===== config.mk =====
export PLATFORM = sky130hd
export DESIGN_NAME = pipa_moding_sim
export DESIGN_NICKNAME = d
export VERILOG_FILES = /design/src/rtl/pipa_pkg.sv /design/src/rtl/pipa_channel.sv /design/src/rtl/pipa_moding_sim.sv
export SDC_FILE = /design/constraint.sdc
export NUM_CORES = 1
export LEC_CHECK = 0
export BUFFER_PORTS_ARGS = -buffer_cell sky130_fd_sc_hd__buf_2
export CORE_MARGIN = 2
export CORE_UTILIZATION = 59
export DETAILED_ROUTE_END_ITERATION = 12
export PLACE_DENSITY = 0.93
export SKIP_CTS_REPAIR_TIMING = 1
export SLEW_MARGIN = 10
export SYNTH_ARGS = -nofsm -noshare
export SYNTH_HDL_FRONTEND = slang
export SYNTH_SLANG_ARGS = --single-unit

===== constraint.sdc =====
create_clock -name prop_clk -period 4.68 [get_ports prop_clk]
set_input_delay 0.468 -clock prop_clk [delete_from_list [all_inputs] [get_ports prop_clk]]
set_output_delay 0.468 -clock prop_clk [all_outputs]
set_load 0.03 [all_outputs]

===== src/rtl/pipa_pkg.sv =====
// Shared constants and helpers for the PIPA moding simulator.
// Default sizing plus the bias clamp used when a bias field is captured.
package pipa_pkg;

  localparam int unsigned NCHAN_DFLT  = 3;
  localparam int unsigned CYCLE_DFLT  = 6;
  localparam int unsigned BIAS_W_DFLT = 3;
  localparam int unsigned ACC_W_DFLT  = 16;
  localparam int unsigned PHASE_W     = $clog2(CYCLE_DFLT);

  // Clamp a sign-extended bias field to [-lim, +lim].
  function automatic int clamp_bias(input int value, input int lim);
    int res;
    res = value;
    if (value > lim) begin
      res = lim;
    end else if (value < -lim) begin
      res = -lim;
    end
    return res;
  endfunction

endpackage


===== src/rtl/pipa_channel.sv =====
// One accelerometer channel: shadow/active bias, plus/minus phase split,
// pulse gating and the signed pulse accumulator.
module pipa_channel
  import pipa_pkg::*;
#(
  parameter int unsigned CYCLE  = CYCLE_DFLT,
  parameter int unsigned BIAS_W = BIAS_W_DFLT,
  parameter int unsigned ACC_W  = ACC_W_DFLT,
  parameter int unsigned PH_W   = PHASE_W
) (
  input  logic              i_clk,
  input  logic              i_rst_n,
  input  logic              i_enable,
  input  logic              i_pipdat,
  input  logic              i_dat_rise,
  input  logic              i_wrap,
  input  logic              i_bias_load,
  input  logic              i_acc_clr,
  input  logic [BIAS_W-1:0] i_bias,
  input  logic [PH_W-1:0]   i_phase,
  output logic              o_pipa_p,
  output logic              o_pipa_m,
  output logic [ACC_W-1:0]  o_acc
);

  localparam int unsigned HALF = CYCLE / 2;
  // One extra bit holds +/-CYCLE/2; two extra bits hold plus_n up to CYCLE.
  localparam int unsigned BB_W = PH_W + 1;
  localparam int unsigned PN_W = PH_W + 2;

  logic signed [BB_W-1:0] w_clamped;
  logic signed [BB_W-1:0] r_shadow;
  logic signed [BB_W-1:0] r_active;
  logic        [PN_W-1:0] w_plus_n;
  logic                   w_in_plus;
  logic                   w_gate;
  logic        [ACC_W-1:0] r_acc;

  assign w_clamped = BB_W'(clamp_bias(int'($signed(i_bias)), int'(HALF)));

  always_ff @(posedge i_clk or negedge i_rst_n) begin
    if (!i_rst_n) begin
      r_shadow <= '0;
    end else if (i_bias_load) begin
      r_shadow <= w_clamped;
    end
  end

  // A load coinciding with the wrap bypasses the shadow so it governs the new cycle.
  always_ff @(posedge i_clk or negedge i_rst_n) begin
    if (!i_rst_n) begin
      r_active <= '0;
    end else if (i_wrap) begin
      r_active <= i_bias_load ? w_clamped : r_shadow;
    end
  end

  assign w_plus_n  = PN_W'(HALF) + PN_W'(r_active);
  assign w_in_plus = PN_W'(i_phase) < w_plus_n;
  assign w_gate    = i_enable & i_pipdat;
  assign o_pipa_p  = w_gate & w_in_plus;
  assign o_pipa_m  = w_gate & ~w_in_plus;

  always_ff @(posedge i_clk or negedge i_rst_n) begin
    if (!i_rst_n) begin
      r_acc <= '0;
    end else if (i_acc_clr) begin
      r_acc <= '0;
    end else if (i_enable && i_dat_rise) begin
      r_acc <= o_pipa_p ? (r_acc + ACC_W'(1)) : (r_acc - ACC_W'(1));
    end
  end

  assign o_acc = r_acc;

endmodule


===== src/rtl/pipa_moding_sim.sv =====
// Multi-channel PIPA pulse simulator: samples PIPASW/PIPDAT edges on prop_clk,
// runs the moding phase counter and fans out to per-channel pulse generators.
module pipa_moding_sim
  import pipa_pkg::*;
#(
  parameter int unsigned NCHAN  = NCHAN_DFLT,
  parameter int unsigned CYCLE  = CYCLE_DFLT,
  parameter int unsigned BIAS_W = BIAS_W_DFLT,
  parameter int unsigned ACC_W  = ACC_W_DFLT
) (
  input  logic                      prop_clk,
  input  logic                      rst_n,
  input  logic                      enable,
  input  logic                      pipasw,
  input  logic                      pipdat,
  input  logic [NCHAN*BIAS_W-1:0]   bias,
  input  logic                      bias_load,
  output logic [NCHAN-1:0]          pipa_p,
  output logic [NCHAN-1:0]          pipa_m,
  output logic [$clog2(CYCLE)-1:0]  phase,
  output logic                      cycle_done,
  output logic [NCHAN*ACC_W-1:0]    acc,
  input  logic                      acc_clr
);

  localparam int unsigned PH_W = $clog2(CYCLE);
  localparam logic [PH_W-1:0] LAST_PHASE = PH_W'(CYCLE - 1);

  logic            r_pipasw_d;
  logic            r_pipdat_d;
  logic [PH_W-1:0] r_phase;
  logic            r_cycle_done;
  logic            w_sw_rise;
  logic            w_dat_rise;
  logic            w_wrap;

  // Edge history tracks continuously so re-enabling never fabricates an edge.
  always_ff @(posedge prop_clk or negedge rst_n) begin
    if (!rst_n) begin
      r_pipasw_d <= 1'b0;
      r_pipdat_d <= 1'b0;
    end else begin
      r_pipasw_d <= pipasw;
      r_pipdat_d <= pipdat;
    end
  end

  assign w_sw_rise  = pipasw & ~r_pipasw_d;
  assign w_dat_rise = pipdat & ~r_pipdat_d;
  assign w_wrap     = enable & w_sw_rise & (r_phase == LAST_PHASE);

  always_ff @(posedge prop_clk or negedge rst_n) begin
    if (!rst_n) begin
      r_phase      <= '0;
      r_cycle_done <= 1'b0;
    end else begin
      r_cycle_done <= w_wrap;
      if (enable && w_sw_rise) begin
        r_phase <= w_wrap ? '0 : (r_phase + PH_W'(1));
      end
    end
  end

  assign phase      = r_phase;
  assign cycle_done = r_cycle_done;

  for (genvar c = 0; c < int'(NCHAN); c++) begin : g_chan
    pipa_channel #(
      .CYCLE  (CYCLE),
      .BIAS_W (BIAS_W),
      .ACC_W  (ACC_W),
      .PH_W   (PH_W)
    ) u_chan (
      .i_clk       (prop_clk),
      .i_rst_n     (rst_n),
      .i_enable    (enable),
      .i_pipdat    (pipdat),
      .i_dat_rise  (w_dat_rise),
      .i_wrap      (w_wrap),
      .i_bias_load (bias_load),
      .i_acc_clr   (acc_clr),
      .i_bias      (bias[c*BIAS_W +: BIAS_W]),
      .i_phase     (r_phase),
      .o_pipa_p    (pipa_p[c]),
      .o_pipa_m    (pipa_m[c]),
      .o_acc       (acc[c*ACC_W +: ACC_W])
    );
  end

endmodule


# Yosys cells after proc, flatten, opt, wreduce, memory -nomap -nowiden

Index checks and enable logic that the tools add are counted.

Register bits: 78
Bits of input ports: 16
Output and inout bits: 58
Logic and storage cells: 71

Add/sub/neg operators: 10
Magnitude comparators: 9
Eq/ne operators: 1
Muxes and demuxes: 19
Bitwise logic cells: 16
Reductions and logical operators: 3

Operators by type and width:

| cell                                                                  | number |
|---|---|
| 16-bit 2-to-1 mux                                                     | 9 |
| 16-bit by 1-bit adder with 16-bit output (second input constant)      | 3 |
| 16-bit by 1-bit subtractor with 16-bit output (second input constant) | 3 |
| 4-bit 2-to-1 mux                                                      | 9 |
| 3-bit by 4-bit adder with 5-bit output (first input constant)         | 3 |
| 3-bit by 5-bit less-than comparator with 1-bit output                 | 3 |
| 1-bit AND                                                             | 11 |
| 3-bit greater-than comparator (second input constant)                 | 3 |
| 3-bit less-than comparator (second input constant)                    | 3 |
| 1-bit inverter                                                        | 5 |
| 3-bit by 1-bit adder with 3-bit output (second input constant)        | 1 |
| 3-bit == test (second input constant)                                 | 1 |
| 3-bit 2-to-1 mux                                                      | 1 |
| 1-bit logical AND                                                     | 2 |
| 2-bit nonzero test                                                    | 1 |

# Longest topological paths before layout

Depth after elaboration: 6
Depth in mapped cells: 17
Gate-level depth less buffers: 17

# Hierarchy

A second synthesis with hierarchy kept.

Cell total of the unflattened synthesis: 619
Area total of the unflattened synthesis: 5626.6 µm²

Modules (own cells, without submodules):

| module                              | times used | cells each | area an instance (µm²) | seq. area each (µm²) |
|---|---|---|---|---|
| pipa_channel (g_chan[1].u_chan ...) | 2          | 201        | 1774.2                 | 600.6 |
| pipa_channel (g_chan[0].u_chan)     | 1          | 197        | 1799.2                 | 600.6 |
| pipa_moding_sim                     | 1          | 20         | 279.0                  | 150.1 |

# Worst setup path before layout

OpenSTA, ideal clock, no wires.

Path type: flip-flop to flip-flop
Start: register g_chan[0].u_chan.r_active[0]
End: register g_chan[0].u_chan.r_acc[14]
Library setup time: 0.121 ns
Arrival time: 3.701 ns
Required time: 4.559 ns
Slack: 0.858 ns
Cell stages (with the launch flop): 17
Buffers on the path: 0
Clock period less this slack: 3.822 ns
Path through: dfrtp_1 inv_1 ha_1 ha_1 o21a_1 o21a_1 o21ai_0 nand3_1 fa_1 nand3_1 a21oi_1 o21a_1 o21a_1 o41ai_2 o21ai_1 xor2_1 a22o_1

Cells in the longest elaborated chain, start to end: 6

Ends and longest elaborated chain:

| what                                                  | line               | text |
|---|---|---|
| from (decl)                                           | pipa_channel.sv:33 | `logic signed [BB_W-1:0] r_active;` |
| from (signal assigned)                                | pipa_channel.sv:54 | `r_active <= i_bias_load ? w_clamped : r_shadow;` |
| 3-bit by 4-bit adder with 5-bit output                | pipa_channel.sv:58 | `assign w_plus_n = PN_W'(HALF) + PN_W'(r_active);` |
| 3-bit by 5-bit less-than comparator with 1-bit output | pipa_channel.sv:59 | `assign w_in_plus = PN_W'(i_phase) < w_plus_n;` |
| 1-bit AND                                             | pipa_channel.sv:61 | `assign o_pipa_p = w_gate & w_in_plus;` |
| 16-bit 2-to-1 mux                                     | pipa_channel.sv:70 | `r_acc <= o_pipa_p ? (r_acc + ACC_W'(1)) : (r_acc - ACC_W'(1));` |
| 16-bit 2-to-1 mux                                     | pipa_channel.sv:69 | `end else if (i_enable && i_dat_rise) begin` |
| 16-bit 2-to-1 mux                                     | pipa_channel.sv:67 | `end else if (i_acc_clr) begin` |
| to (signal assigned)                                  | pipa_channel.sv:70 |  |
| to (decl)                                             | pipa_channel.sv:37 | `logic [ACC_W-1:0] r_acc;` |

No other way between the ends. The select of a mux whose other input is x is not followed.
A chain may end at the register's enable or synchronous reset.

# Final worst setup path

Start: register g_chan[2].u_chan.r_active[0]
End: register g_chan[2].u_chan.r_acc[15]

Cells in the longest elaborated chain, start to end: 6

Ends and longest elaborated chain:

| what                                                  | line |
|---|---|
| from (decl)                                           | pipa_channel.sv:33 |
| from (signal assigned)                                | pipa_channel.sv:54 |
| 3-bit by 4-bit adder with 5-bit output                | pipa_channel.sv:58 |
| 3-bit by 5-bit less-than comparator with 1-bit output | pipa_channel.sv:59 |
| 1-bit AND                                             | pipa_channel.sv:61 |
| 16-bit 2-to-1 mux                                     | pipa_channel.sv:70 |
| 16-bit 2-to-1 mux                                     | pipa_channel.sv:69 |
| 16-bit 2-to-1 mux                                     | pipa_channel.sv:67 |
| to (signal assigned)                                  | pipa_channel.sv:70 |
| to (decl)                                             | pipa_channel.sv:37 |

No other way between the ends. The select of a mux whose other input is x is not followed.

==> impl_metrics.ini <==
[grt]
grt_first_pass_wirelength_mm = 21.4
grt_overflow = 0
grt_usage_pct = 26.6
antenna_found_initial = 0
first_global_vias = 4740
grt_max_degree = 79

[yosys]
synth.distinct_cells = 54
synthArstFlopShare_pct = 100
yosysSeqAreaShare_pct = 35.9
synth-main-ff-cell = dfrtp_1
synth_commonest_cells = 78 x dfrtp_1, 72 x nand2_1, 62 x ha_1
synth_top_family_by_area = compound AO/OA/AOI/OAI gates
synth_cells = 606
synth_edf_count = 0
synth_area_leader_cell = dfrtp_1
synth.area.mux_share_pct = 2.80
synth_compound_area_share_pct = 21.0
yosys.area_share.simple_pct = 14.9
synth.avg_cell_area_um2 = 8.98
synth_area_leaders = dfrtp_1 36%, ha_1 14%, a21oi_1 5.6%
yosys_warnings = 0
syn_area_mm2 = 0.00544
synth-seq-cells = 78
syn_nets = 687
synthAdderAreaFrac_pct = 15.4
netlist.area_leader.share_pct = 35.9
yosysMostFrequentCell = dfrtp_1
synth_xor_area_share_pct = 5.79

[critical_path]
end_kind = flop
crit_start = g_chan[2].u_chan.r_active[0]
crit_path_start_kind = flop
required_ns = 4.93
r2r_start = g_chan[2].u_chan.r_active[0]
critPathKind = reg2reg
cp_max_fo = 19
arrival_ns = 4.46

[routing]
vias_per_cell = 6.04
vias = 4713
route.detailed.drc = 0
wl_per_cell_um = 16.2
routed_wl_mm = 12.6
postRouteAntennaNets = 0
dr.pass1.iters = 4
drtIter0Drc = 182

[cts]
clock_latency_ns = 0.35
cts_tree = yes
cts_buffers = 9
h-tree-depth = 3
clock-root-buffer = clkbuf_8
clk_transition_reported_paths_ns = 0.08
clkSinkCount = 78
clk_path_buf_depth = 2

[final_layout]
nets = 747
drive_above_1_share_pct = 15.7
num_antenna_cells = 0
syn2layout_area_growth_pct = 11.1
fin_cells = 780
final.fill_count = 726

[sta]
slew_viol_final = 0
slew_headroom_pct = 34.7
tns_ns = 0
setup_viol = 0
max_freq_ghz = 0.237
rsz0062_at_grt = no
period_minus_slack_ns = 4.22
hold_viol = 0
tightest_slew_ns = 0.980
skew_ns = 0.0116
period_share_pct = 90.1

[placement]
dp_cells = 766
gp_congestion = 0.915
post-dp-hpwl_mm = 9.11
portBuffers = 73

[power]
power.density_mw_per_mm2 = 510
cellLeakagePower_nw = 3.11
vdd_drop_max_uv = 393

[floorplan]
core-area_mm2 = 0.00911
start_util_pct = 59.8
dieArea_mm2 = 0.0100
io_pins = 74
die_h_um = 100
die_w_um = 100
rows = 35

[job]
maxCapViolCount = 0

[hold_path]
hold_path.class = in2reg
worstHoldStart = pipasw

[run_status]
status = completed
state kept, by name, summed over array words and instances, names as in the netlist:
name                    count
cycle_done                  1
g_chan.u_chan.o_acc        48
g_chan.u_chan.r_active     12
g_chan.u_chan.r_shadow     12
phase                       3
r_pipasw_d                  1
r_pipdat_d                  1
area by class of cell:
cell class | count | area, um2 | share of cell area [%]
clock inverter | 4 | 48.8 | 0.807
multi-input combinational | 472 | 3260 | 54.0
clock buffer | 10 | 138 | 2.28
tap | 111 | 139 | 2.30
sequential | 78 | 1950 | 32.3
inverter | 28 | 105 | 1.74
timing repair buffer | 77 | 398 | 6.58
critical path: stages (launching register included):
cell       delay (ns)
dfrtp_1          0.37
inv_1            0.07
ha_1             0.30
ha_1             0.27
o21a_1           0.11
o21a_1           0.17
o21ai_1          0.18
nand3_2          0.42
ha_1             0.58
o211ai_1         0.13
o21ai_1          0.29
o211ai_1         0.15
a31oi_1          0.24
o2111ai_1        0.17
mux2i_1          0.15
a21oi_1          0.18
mux2_4           0.31
layout by cell type, fill, tap and decap left out, types with 11 or more instances in the layout:
cell type | Yosys | layout
dfrtp_1 | 78 | 78
nand2_1 | 72 | 72
buf_2 | 1 | 72
ha_1 | 62 | 62
a21oi_1 | 61 | 61
nor2_1 | 43 | 42
o21ai_0 | 29 | 29
inv_1 | 27 | 27
a21o_1 | 25 | 25
xnor2_1 | 25 | 25
o21a_1 | 14 | 14
xor2_1 | 11 | 11
metal layers:
metal  vias up  part of all wire (%)  global-route usage, %
met5         -                     0                      0
met4         0                   1.9                   10.0
li1       2285                     -                      -
met1      2269                    42                   31.7
met3        24                   4.9                   5.64
met2       135                    51                   47.1
worst paths after layout:
check / cells past startpoint / slack (ns) / to
max: 16 / 0.46 / g_chan[2].u_chan.o_acc[15]
min: 1 / 0.24 / r_pipasw_d
max reg2reg: 16 / 0.46 / g_chan[2].u_chan.o_acc[15]
min reg2reg: 2 / 0.54 / g_chan[2].u_chan.r_shadow[3]
max in group asynchronous: 1 / 3.78 / g_chan[0].u_chan.o_acc[1]
min in group asynchronous: 1 / 0.25 / g_chan[1].u_chan.o_acc[3]
metrics by stage:
| stage | hold slack [ns] | cell area (um2) | util [%] | power, W | setup slack (ns) |
|---|---|---|---|---|---|
| after floorplan | 0.172 | 5440 | - | 0.00220 | 0.858 |
| after global placement | 0.508 | 5860 | 64.3 | 0.00244 | 0.764 |
| after detailed placement | 0.524 | 5860 | 64.3 | 0.00256 | 0.559 |
| after CTS | 0.230 | 6040 | 66.4 | 0.00308 | 0.505 |
| after global routing | 0.222 | 6040 | 66.4 | 0.00331 | 0.200 |
| final | 0.238 | 6040 | 66.4 | 0.00308 | 0.464 |
where the power goes:
| group | switching (W) | leakage [nW] | internal (W) |
|---|---|---|---|
| sequential | 0.000112 | 1.01 | 0.000788 |
| combinational | 0.000972 | 2.01 | 0.000701 |
| clock | 0.000254 | 0.0980 | 0.000255 |
logic make-up (layout without fill, tap and decap cells):
| group | Yosys count | after routing |
|---|---|---|
| xor gates and xnor gates | 36 | 36 |
| and+or+nand+nor | 175 | 175 |
| buffers and inverters | 56 | 119 |
| DFF | 78 | 78 |
| muxes | 14 | 14 |
| AOI/OAI and AO/OA | 182 | 182 |
| adders and majority gates | 65 | 65 |
No activity file was read; power rests on OpenSTA's default activity.
